===== src/rtl/aes_result_hex_pager.sv =====
// aes_result_hex_pager
// Captures one DATA_W-bit AES result through a valid/ready handshake. It then
// shows the result a page at a time on six seven-segment digits HEX0..HEX5.
// Each page is held for DWELL_CYCLES clock cycles. The display keeps looping
// over the pages until a new result is captured.
// The first full pass over the pages cannot be interrupted: in_ready stays low
// until the page counter has wrapped back to 0 once.
// Optional build macro PAGE_INDICATOR_EN:
//   - HEX5 shows the current page number (0-9).
//   - Data uses HEX0..HEX4 only, so each page carries five nibbles.
module aes_result_hex_pager #(
  parameter int DATA_W         = 128,
  parameter int DWELL_CYCLES   = 50000000,
  parameter bit SEG_ACTIVE_LOW = 1'b1,
`ifdef PAGE_INDICATOR_EN
  parameter int NPP            = 5,
`else
  parameter int NPP            = 6,
`endif
  parameter int NIBS           = DATA_W / 4,
  parameter int PAGES          = (NIBS + NPP - 1) / NPP,
  parameter int PW             = (PAGES > 1) ? $clog2(PAGES) : 1,
  parameter int TW             = (DWELL_CYCLES > 2) ? $clog2(DWELL_CYCLES) : 1
) (
  input  logic              clk,
  input  logic              reset,
  input  logic              in_valid,
  input  logic [DATA_W-1:0] in_data,
  output logic              in_ready,
  input  logic              hold,
  output logic              busy,
  output logic [PW-1:0]     page_idx,
  output logic [6:0]        HEX0,
  output logic [6:0]        HEX1,
  output logic [6:0]        HEX2,
  output logic [6:0]        HEX3,
  output logic [6:0]        HEX4,
  output logic [6:0]        HEX5
);

  localparam logic [TW-1:0] TMAX  = TW'(DWELL_CYCLES - 1);
  localparam logic [PW-1:0] PMAX  = PW'(PAGES - 1);
  localparam logic [6:0]    BLANK = SEG_ACTIVE_LOW ? 7'h7F : 7'h00;

  typedef enum logic {IDLE = 1'b0, SHOW = 1'b1} state_t;

  state_t              state_q, state_n;
  logic [TW-1:0]       timer_q, timer_n;
  logic [PW-1:0]       page_q, page_n;
  logic                shown_q, shown_n;
  logic [DATA_W-1:0]   data_p0, data_n;
  logic [6:0]          hex_n  [6];
  logic [6:0]          hex_p1 [6];
  logic                accept;

  // Seven-segment glyph for one hex nibble (active-low, bit order gfedcba).
  function automatic logic [6:0] glyph_lo(input logic [3:0] nib);
    logic [6:0] g;
    case (nib)
      4'h0: g = 7'h40;
      4'h1: g = 7'h79;
      4'h2: g = 7'h24;
      4'h3: g = 7'h30;
      4'h4: g = 7'h19;
      4'h5: g = 7'h12;
      4'h6: g = 7'h02;
      4'h7: g = 7'h78;
      4'h8: g = 7'h00;
      4'h9: g = 7'h10;
      4'hA: g = 7'h08;
      4'hB: g = 7'h03;
      4'hC: g = 7'h46;
      4'hD: g = 7'h21;
      4'hE: g = 7'h06;
      default: g = 7'h0E;
    endcase
    return g;
  endfunction

  // Converts an active-low pattern to the board polarity.
  function automatic logic [6:0] seg_pol(input logic [6:0] lo);
    return SEG_ACTIVE_LOW ? lo : ~lo;
  endfunction

  // Picks digit k of page pg out of the captured word.
  // Nibbles past the end of the word are shown blank.
  function automatic logic [6:0] data_digit(input logic [PW-1:0]     pg,
                                            input int                k,
                                            input logic [DATA_W-1:0] d);
    int         n;
    logic [3:0] nib;
    n = int'(pg) * NPP + k;
    if (n >= NIBS) return BLANK;
    nib = 4'(d >> (4 * n));
    return seg_pol(glyph_lo(nib));
  endfunction

`ifdef PAGE_INDICATOR_EN
  // Page-number digit for HEX5. Page numbers above 9 are shown blank.
  function automatic logic [6:0] page_digit(input logic [PW-1:0] pg);
    if (int'(pg) > 9) return BLANK;
    return seg_pol(glyph_lo(4'(pg)));
  endfunction
`endif

  assign accept   = in_valid && in_ready;
  assign in_ready = (state_q == IDLE) || shown_q;
  assign busy     = (state_q == SHOW);
  assign page_idx = page_q;

  // Next-state logic.
  // A handshake takes priority over a dwell expiry or a hold.
  always_comb begin
    state_n = state_q;
    timer_n = timer_q;
    page_n  = page_q;
    shown_n = shown_q;
    data_n  = data_p0;
    case (state_q)
      IDLE: begin
        if (accept) begin
          state_n = SHOW;
          data_n  = in_data;
          timer_n = '0;
          page_n  = '0;
          shown_n = 1'b0;
        end
      end
      SHOW: begin
        if (accept) begin
          data_n  = in_data;
          timer_n = '0;
          page_n  = '0;
          shown_n = 1'b0;
        end else if (!hold) begin
          if (timer_q == TMAX) begin
            timer_n = '0;
            if (page_q == PMAX) begin
              page_n  = '0;
              shown_n = 1'b1;
            end else begin
              page_n = page_q + 1'b1;
            end
          end else begin
            timer_n = timer_q + 1'b1;
          end
        end
      end
      default: state_n = IDLE;
    endcase
  end

  // ---- stage p0: control state and captured result ----
  // Control and data registers. The data register is also cleared by reset,
  // so a result captured before reset is discarded.
  always_ff @(posedge clk or posedge reset) begin
    if (reset) begin
      state_q <= IDLE;
      timer_q <= '0;
      page_q  <= '0;
      shown_q <= 1'b0;
      data_p0 <= '0;
    end else begin
      state_q <= state_n;
      timer_q <= timer_n;
      page_q  <= page_n;
      shown_q <= shown_n;
      data_p0 <= data_n;
    end
  end

  // Digit decode for the current page.
  // All digits are blank while no result is held.
  always_comb begin
    for (int k = 0; k < 6; k++) hex_n[k] = BLANK;
    if (state_q == SHOW) begin
      for (int k = 0; k < NPP; k++) hex_n[k] = data_digit(page_q, k, data_p0);
`ifdef PAGE_INDICATOR_EN
      hex_n[5] = page_digit(page_q);
`endif
    end
  end

  // ---- stage p1: registered segment outputs ----
  // The digits follow page_idx and the data register one cycle later.
  always_ff @(posedge clk or posedge reset) begin
    if (reset) begin
      for (int k = 0; k < 6; k++) hex_p1[k] <= BLANK;
    end else begin
      for (int k = 0; k < 6; k++) hex_p1[k] <= hex_n[k];
    end
  end

  assign HEX0 = hex_p1[0];
  assign HEX1 = hex_p1[1];
  assign HEX2 = hex_p1[2];
  assign HEX3 = hex_p1[3];
  assign HEX4 = hex_p1[4];
  assign HEX5 = hex_p1[5];

endmodule

===== config.mk =====
export PLATFORM = sky130hd
export DESIGN_NAME = aes_result_hex_pager
export DESIGN_NICKNAME = d
export VERILOG_FILES = /design/src/rtl/aes_result_hex_pager.sv
export SDC_FILE = /design/constraint.sdc
export NUM_CORES = 1
export LEC_CHECK = 0
export ABC_AREA = 0
export ABC_CLOCK_PERIOD_IN_PS = 9400
export CORE_MARGIN = 2
export CORE_UTILIZATION = 50
export DETAILED_ROUTE_END_ITERATION = 8
export HOLD_SLACK_MARGIN = 0.15
export PLACE_DENSITY = 0.75
export SYNTH_ARGS = -nofsm -noshare
export SYNTH_HDL_FRONTEND = slang
export SYNTH_SLANG_ARGS = --single-unit

===== constraint.sdc =====
create_clock -name clk -period 9.4 [get_ports clk]
set_input_delay 2.35 -clock clk [delete_from_list [all_inputs] [get_ports clk]]
set_output_delay 2.35 -clock clk [all_outputs]
set_load 0.005 [all_outputs]

==> impl_metrics.json <==
{
  "status": "completed",
  "pin_count": 179,
  "tightestPinTransition_ns": 1.261,
  "synth_ff_type": "dfrtp_1",
  "first_pass_iters": 5,
  "critical_path.endpoint": "HEX4[3]",
  "dieWidth_um": 158.0,
  "num_rows": 56,
  "cp.arrival_ns": 6.45,
  "timing.critical_path.buf_inv": 3,
  "syn_inst": 1218,
  "startpoint": "page_idx[0]",
  "cts_tree": "done",
  "grt_overflow": 0,
  "final-setup-viol-count": 0,
  "path_delay_family": "adder cells",
  "numPortBuffers": 178,
  "nets": 1533,
  "slowest_delay_ns": 0.91,
  "ys_seq_area_share_pct": 42.87,
  "grt_pass1_vias": 9133,
  "r2r_start": "page_idx[0]",
  "cp-end-kind": "flip-flop",
  "maxCapViolations": 0,
  "max-slew-margin-rel_pct": 15.55,
  "synth.avg_cell_area_um2": 9.734,
  "clk_path_buf_depth": 3,
  "drc": 0,
  "cts.root.buffer_cell": "clkbuf_16",
  "layout_common_cells": "451 x nand2_1, 178 x clkdlybuf4s50_1, 158 x dfrtp_1, 68 x mux4_2, 48 x nor2_1",
  "cts_sinks": 201,
  "wire_per_inst_um": 19.01,
  "drtIter0Drc": 1054,
  "fp.coreArea_mm2": 0.02340,
  "clk_pin_slew_ns": 0.06,
  "grt_start_max_net_pins": 127,
  "finalCritPeriodShare_pct": 64.02,
  "path_cells": "buf_4 > ha_4 > inv_2 > ha_1 > mux4_2 > mux2i_1 > o21ai_0 > a21boi_0 > inv_1 > ha_1 > mux2_2 > a221o_1",
  "viasPerCell": 5.747,
  "post_cts_resized": 0,
  "synthTopCellsByArea": "dfrtp_1 34%, nand2_1 14%, mux4_2 13%",
  "area.growth.synth_to_final_pct": 21.82,
  "fp.dieH_um": 158.0,
  "final.setup.tns_ns": 0,
  "ant_nets": 0,
  "gp_congestion": 0.9964,
  "cp_max_fo": 67,
  "hp-class": "flip-flop to flip-flop",
  "reg2reg_to": "HEX4[3]",
  "synth-seq-cells": 201,
  "grt_pass1_wl_um": 50430,
  "layout_commonest_cell": "nand2_1",
  "cpMostUsedCell": "ha_1",
  "dp_hpwl_um": 23660,
  "hold_viol_final": 0,
  "cts_setup_buffers": 0,
  "h-tree-depth": 1,
  "cts_buffers": 21,
  "cts_hold_buf": 0,
  "synth.top_cell.area_share_pct": 33.56,
  "rrSetupSlack_ns": 3.38,
  "synth_area_mm2": 0.01186,
  "antenna_found_initial": 0,
  "yosysUniqueCellTypes": 67,
  "cpMaxStageDelayCell": "ha_4",
  "rsz0062_at_grt": "no",
  "synthArstFlopShare_pct": 100.0,
  "fmax_mhz": 166.2,
  "yosys_warnings": 0,
  "die_area_mm2": 0.02496,
  "antenna_cells": 0,
  "synth-edff-count": 0,
  "synth_top_cell_by_area": "dfrtp_1",
  "fin_crit_ns": 6.017,
  "final_max_slew_viol_count": 0,
  "syn_nets": 1393,
  "start_util_pct": 50.66,
  "clk_latency_ns": 0.51,
  "fin_skew_ns": 0.01071,
  "crit_type": "flip-flop to flip-flop",
  "r2r_cells": 12,
  "vias": 9718,
  "cp.required_ns": 9.83,
  "worstSetupPathDepth": 12,
  "nFillCells": 1966,
  "drive_gt1_share_pct": 13.48,
  "grt_use_total_pct": 26.19,
  "drt-total-wl_um": 32150,
  "critPathLaunchType": "flip-flop"
}
## layout make-up
type	instances	area [µm²]	area share, %
Clock inverter	9	102.6	0.7103
Clock buffer	28	571.8	3.959
Inverter	32	127.6	0.8836
Tap cell	319	399.1	2.763
Timing Repair Buffer	186	1842	12.75
Sequential cell	201	5084	35.20
Multi-Input combinational cell	916	6317	43.74
## synthesized netlist by cell type, drive strengths merged (7+ instances only)
library cell  number
nand2            453
dfrtp            159
mux4              68
nor2              48
mux2i             45
dfstp             42
ha                42
o21ai             36
clkbuf            35
buf               34
inv               32
nand3             21
xor2              19
a21oi             15
o221ai            15
a31oi             13
nand4             13
mux2              11
xnor2             11
and2              10
nand2b             9
o22ai              7
## worst min-delay path, delay by kind of cell (launching register included)
family        cells  cell delay [ns]
simple gates      2             0.12
flops             1             0.35
## metrics by stage
stage | hold WS (ns) | utilization [%] | setup slack, ns | std cells | instance area, µm²
after detailed placement | 0.4799 | 58.84 | 3.440 | 1654 | 13770
after global routing | 0.5094 | 61.72 | 2.931 | 1691 | 14440
after global placement | 0.4818 | 58.84 | 3.605 | 1654 | 13770
final | 0.5014 | 61.72 | 3.383 | 1691 | 14440
after CTS | 0.5023 | 61.72 | 3.428 | 1691 | 14440
after floorplan | 0.4450 | - | 1.637 | 1218 | 11860
## worst min path at each step
stage	from	end	slack, ns	cells past startpoint
after floorplan	data_p0[34]	data_p0[34]	0.44	2
after global routing	data_p0[34]	data_p0[34]	0.51	2
after detailed placement	data_p0[34]	data_p0[34]	0.48	2
after global placement	data_p0[76]	data_p0[76]	0.48	2
final	data_p0[79]	data_p0[79]	0.50	2
after CTS	data_p0[34]	data_p0[34]	0.50	2
## state kept, by name, indices dropped and copies added (netlist names)
name	count
busy	1
HEX5	7
HEX4	7
HEX0	7
data_p0	128
shown_q	1
HEX2	7
HEX3	7
timer_q	26
page_idx	3
HEX1	7
## per-layer routing
| layer | part of all wire (%) | global-route usage (%) | wire, µm | vias to the layer above |
|---|---|---|---|---|
| met5 | 0 | 0 | 0 | - |
| met4 | 4.3 | 11.15 | 1396 | 0 |
| met3 | 9.3 | 5.584 | 2981 | 99 |
| met2 | 46 | 41.30 | 14820 | 488 |
| met1 | 40 | 35.29 | 12950 | 4650 |
| li1 | - | - | - | 4481 |
## cell families after synthesis
logic type      count (synthesis)  synth area share [%]
xor+xnor                       30                 2.501
simple gates                  591                 20.57
mux                           124                 17.76
buf+inv                       101                 4.042
compound gates                128                 7.662
fa+ha+maj                      43                 4.601
flops                         201                 42.87
Power is left out: the tool's default activity adds up to more than one toggle a clock period on the data nets, which glitch-free logic cannot reach.
==> edit 1: new RTL, same flow settings <==
`data_p0` no longer has a reset.
--- a/src/rtl/aes_result_hex_pager.sv
+++ b/src/rtl/aes_result_hex_pager.sv
@@ -159,14 +159,16 @@
       timer_q <= '0;
       page_q  <= '0;
       shown_q <= 1'b0;
-      data_p0 <= '0;
     end else begin
       state_q <= state_n;
       timer_q <= timer_n;
       page_q  <= page_n;
       shown_q <= shown_n;
-      data_p0 <= data_n;
     end
+  end
+
+  always_ff @(posedge clk) begin
+    data_p0 <= data_n;
   end
 
   // Digit decode for the current page.
Function: not settled (the Yosys comparison gave no result); the edit may change what the design does.
==> edit 1 against the unedited design <==
Synthesized cell count fell by 29%. Sequential cell count is the same. Setup slack better by 0.45 ns. Utilization up 1.1 points. Wire length down 13%. Area after synthesis shrank 6.7%. Maximum frequency increased by 8.1%. Worst hold slack gained 0.0083 ns. Design area fell by 5.4%. Non-clock buffer count decreased by 1.
Power is left out: the tool's default activity adds up to more than one toggle a clock period on the data nets, which glitch-free logic cannot reach.
==> edit 1: results (changes against the unedited design) <==
number of enable flip-flop cells after synthesis: 128 (+128)
# placed instances: 1290 (-22%)
main combinational cell family by area after synthesis: multiplexers
cts bufs inserted: 22 (+4.8%)
sum of net half-perimeters after detailed placement: 20.09 mm (-15%)
fill cell count: 1647 (-16%)
maximum fanout encountered on the critical timing path: 60 (-10%)
largest net degree at the start of global routing: 76 (-40%)
normalized max-slew margin: 9.781% (-5.8 points)
setup slack after placement: 4.018 ns (+0.5784 ns)
Worst Skew: 0.02639 ns (+0.01568 ns)
run status: finished clean
distinct cell type count of the synthesized netlist: 78 (+16%)
critical register-to-register path startpoint: page_idx[1]
post-synthesis area per instance: 12.79 µm² (+31%)
sequential element share of the synthesized area: 51.74% (+8.9 points)
proportion of synthesized flip-flops having asynchronous set or reset: 36.32% (-64 points)
share of synthesized cell area in full adder, half adder and majority cells: 4.932% (+0.33 points)
Post-Place Cell Area: 0.01302 mm² (-5.5%)
first-pass GRT wire length: 42.83 mm (-15%)
gate family responsible for the most delay along the worst path: buffers and inverters
Data arrival, critical path: 6.00 ns (-0.45 ns)
layout cell share with drive strength beyond 1: 16.38% (+2.9 points)
Via density: 5.980 (+4.1%)
library cell contributing the largest single delay on the critical path: sky130_fd_sc_hd__o311ai_1
routed wire length: 27.84 mm (-13%)
Nets: 1209 (-21%)
Post-Synth XOR/XNOR Area: 2.556% (+0.055 points)
number of DRC markers after the initial detailed-route iteration: 871 (-17%)
worst stage delay on the critical path: 0.84 ns (-0.07 ns)
worst min-delay path startpoint: shown_q
ranking of synthesized cells by area: sky130_fd_sc_hd__edfxtp_1 35%, sky130_fd_sc_hd__mux4_2 11%, sky130_fd_sc_hd__dfstp_2 10%
[edit 1: cell types whose count changed in the layout (fill, tap and decap cells not counted), sizes merged, moves of 8 or more]
| cell | unedited run | this run |
|---|---|---|
| o31ai | 2 | 10 |
| edfxtp | 0 | 128 |
| a21oi | 15 | 28 |
| nand2 | 453 | 92 |
| nor3 | 5 | 18 |
| xor2 | 19 | 11 |
| mux4 | 68 | 52 |
| mux2i | 45 | 55 |
| dfrtp | 159 | 31 |
[edit 1: worst paths after layout]
kind | slack, ns | cells past startpoint | end
max | 3.83 | 14 | HEX2[6]
min reg2reg | 0.51 | 2 | shown_q
min | 0.51 | 2 | shown_q
min in group asynchronous | 2.49 | 3 | timer_q[13]
max reg2reg | 3.83 | 14 | HEX2[6]
max in group asynchronous | 6.23 | 3 | page_idx[0]
[edit 1: layer usage]
layer	GRT usage (%)	wire length (µm)	up-vias
li1	-	-	3625
met1	32.82	11980	3878
met2	36.73	12890	387
met3	3.641	1968	63
met4	8.069	1003	0
met5	0	0	-
[edit 1: final cells by class]
class | count | share of cell area, %
Sequential cell | 201 | 41.91
Multi-Input combinational cell | 590 | 36.43
Timing Repair Buffer | 185 | 13.42
Clock buffer | 28 | 4.194
Tap cell | 280 | 2.564
Inverter | 34 | 0.9523
Clock inverter | 12 | 0.5311
[edit 1: stage by stage]
step	utilization, %	hold WS (ns)
2_1_floorplan	-	0.4540
3_3_place_gp	59.84	0.4671
3_5_place_dp	59.84	0.4983
4_1_cts	62.81	0.5116
5_1_grt	62.81	0.5316
6_report	62.81	0.5098
==> edit 2: new RTL, same flow settings <==
Without the edit above. Change the parameter `DWELL_CYCLES` from 50000000 to 100000000.
--- a/src/rtl/aes_result_hex_pager.sv
+++ b/src/rtl/aes_result_hex_pager.sv
@@ -10,7 +10,7 @@
 //   - Data uses HEX0..HEX4 only, so each page carries five nibbles.
 module aes_result_hex_pager #(
   parameter int DATA_W         = 128,
-  parameter int DWELL_CYCLES   = 50000000,
+  parameter int DWELL_CYCLES   = 100000000,
   parameter bit SEG_ACTIVE_LOW = 1'b1,
 `ifdef PAGE_INDICATOR_EN
   parameter int NPP            = 5,
Behaviour: no difference found for any inputs over 4 cycles, from zero or initial values and one cycle with reset high; that may be too few to reach the edited logic, so the function may still have changed.
==> edit 2 against the unedited design <==
Cell count down 15%. Sequential share of layout area down 0.28 points. Critical endpoint is now HEX3[3]. Wire length down 8.4%. Sequential cell count up 1. Design area up 1.4%. Clock skew up 0.0052 ns. Setup slack better by 0.36 ns. Critical path type unchanged. Area after synthesis up 0.46%.
Power is left out: the tool's default activity adds up to more than one toggle a clock period on the data nets, which glitch-free logic cannot reach.
==> edit 2: results (changes against the unedited design) <==
clock buffer and inverter area fraction after layout: 5.453% (+0.78 points)
first-pass GRT wire length: 45.48 mm (-9.8%)
Seq. cell area: 0.005111 mm² (+0.54%)
Post-Synth XOR/XNOR Area: 2.658% (+0.16 points)
Global Route met1 Usage: 31.84% (-3.4 points)
met2 wire length: 14.52 mm (-2.1%)
Data arrival, critical path: 6.08 ns (-0.37 ns)
sequential element share of the synthesized area: 42.88% (about the same)
distinct cell type count of the synthesized netlist: 74 (+10%)
normalized max-slew margin: 20.12% (+4.6 points)
share of synthesized cell area in full adder, half adder and majority cells: 4.580% (-0.021 points)
vias in the first global route: 8215 (-10%)
setup slack after placement: 3.704 ns (+0.2637 ns)
leading cell types by count after synthesis: 160 x sky130_fd_sc_hd__dfrtp_1, 136 x sky130_fd_sc_hd__mux2_2, 63 x sky130_fd_sc_hd__nand2_1
area used by multi-input combinational logic: 0.006377 mm² (+0.95%)
buffer count excluding the clock tree in the final layout: 185 (-0.54%)
layout cell share with drive strength beyond 1: 27.18% (+14 points)
first-pass iteration count of the detailed router: 6 (+1)
clkbuf count: 31 (+11%)
number of DRC markers after the initial detailed-route iteration: 636 (-40%)
Top Registers: data_p0 x128, timer_q x27
syn nets: 1124 (-19%)
Worst Skew: 0.01593 ns (+0.005216 ns)
multiplexer fraction of the synthesized cell area: 29.84% (+12 points)
met3 global-route usage: 3.620% (-2.0 points)
Inverters excl. clock: 30 (-6.3%)
Via density: 5.895 (+2.6%)
run status: finished clean
cts bufs inserted: 22 (+4.8%)
clock-pin slew on the worst setup and hold paths: 0.07 ns
worst stage delay on the critical path: 0.89 ns (-0.02 ns)
fill cell count: 1829 (-7.0%)
non-clock buffer area fraction after layout: 12.53% (-0.22 points)
multi-input combinational gate total: 665 (-27%)
met2 usage: 40.31% (-0.99 points)
sum of net half-perimeters after detailed placement: 21.64 mm (-8.5%)
-- edit 2: cell types whose count changed after synthesis, sizes merged, moves of 6 or more --
cell and delta:
a21oi +6, and2 -7, clkbuf -19, mux2 +126, mux2i +10, nand2 -386, nor3 +13, nor3b +6
o21ai -10
-- edit 2: final timing paths --
kind | startpoint | endpoint | slack (ns) | depth (start not counted)
setup / recovery | page_idx[0] | HEX3[3] | 3.75 | 12
hold / removal | timer_q[7] | timer_q[7] | 0.48 | 1
setup reg to reg | page_idx[0] | HEX3[3] | 3.75 | 12
hold reg to reg | timer_q[7] | timer_q[7] | 0.48 | 1
max in group asynchronous | reset | data_p0[20] | 5.57 | 3
min in group asynchronous | reset | data_p0[58] | 2.41 | 2
-- edit 2: per-stage QoR --
step	instances	hold slack, ns	area (µm²)
after floorplan	949	0.4449	11910
after global placement	1401	0.4655	13840
after detailed placement	1401	0.4675	13840
after CTS	1441	0.4787	14640
after global routing	1441	0.5301	14640
final	1441	0.4780	14640
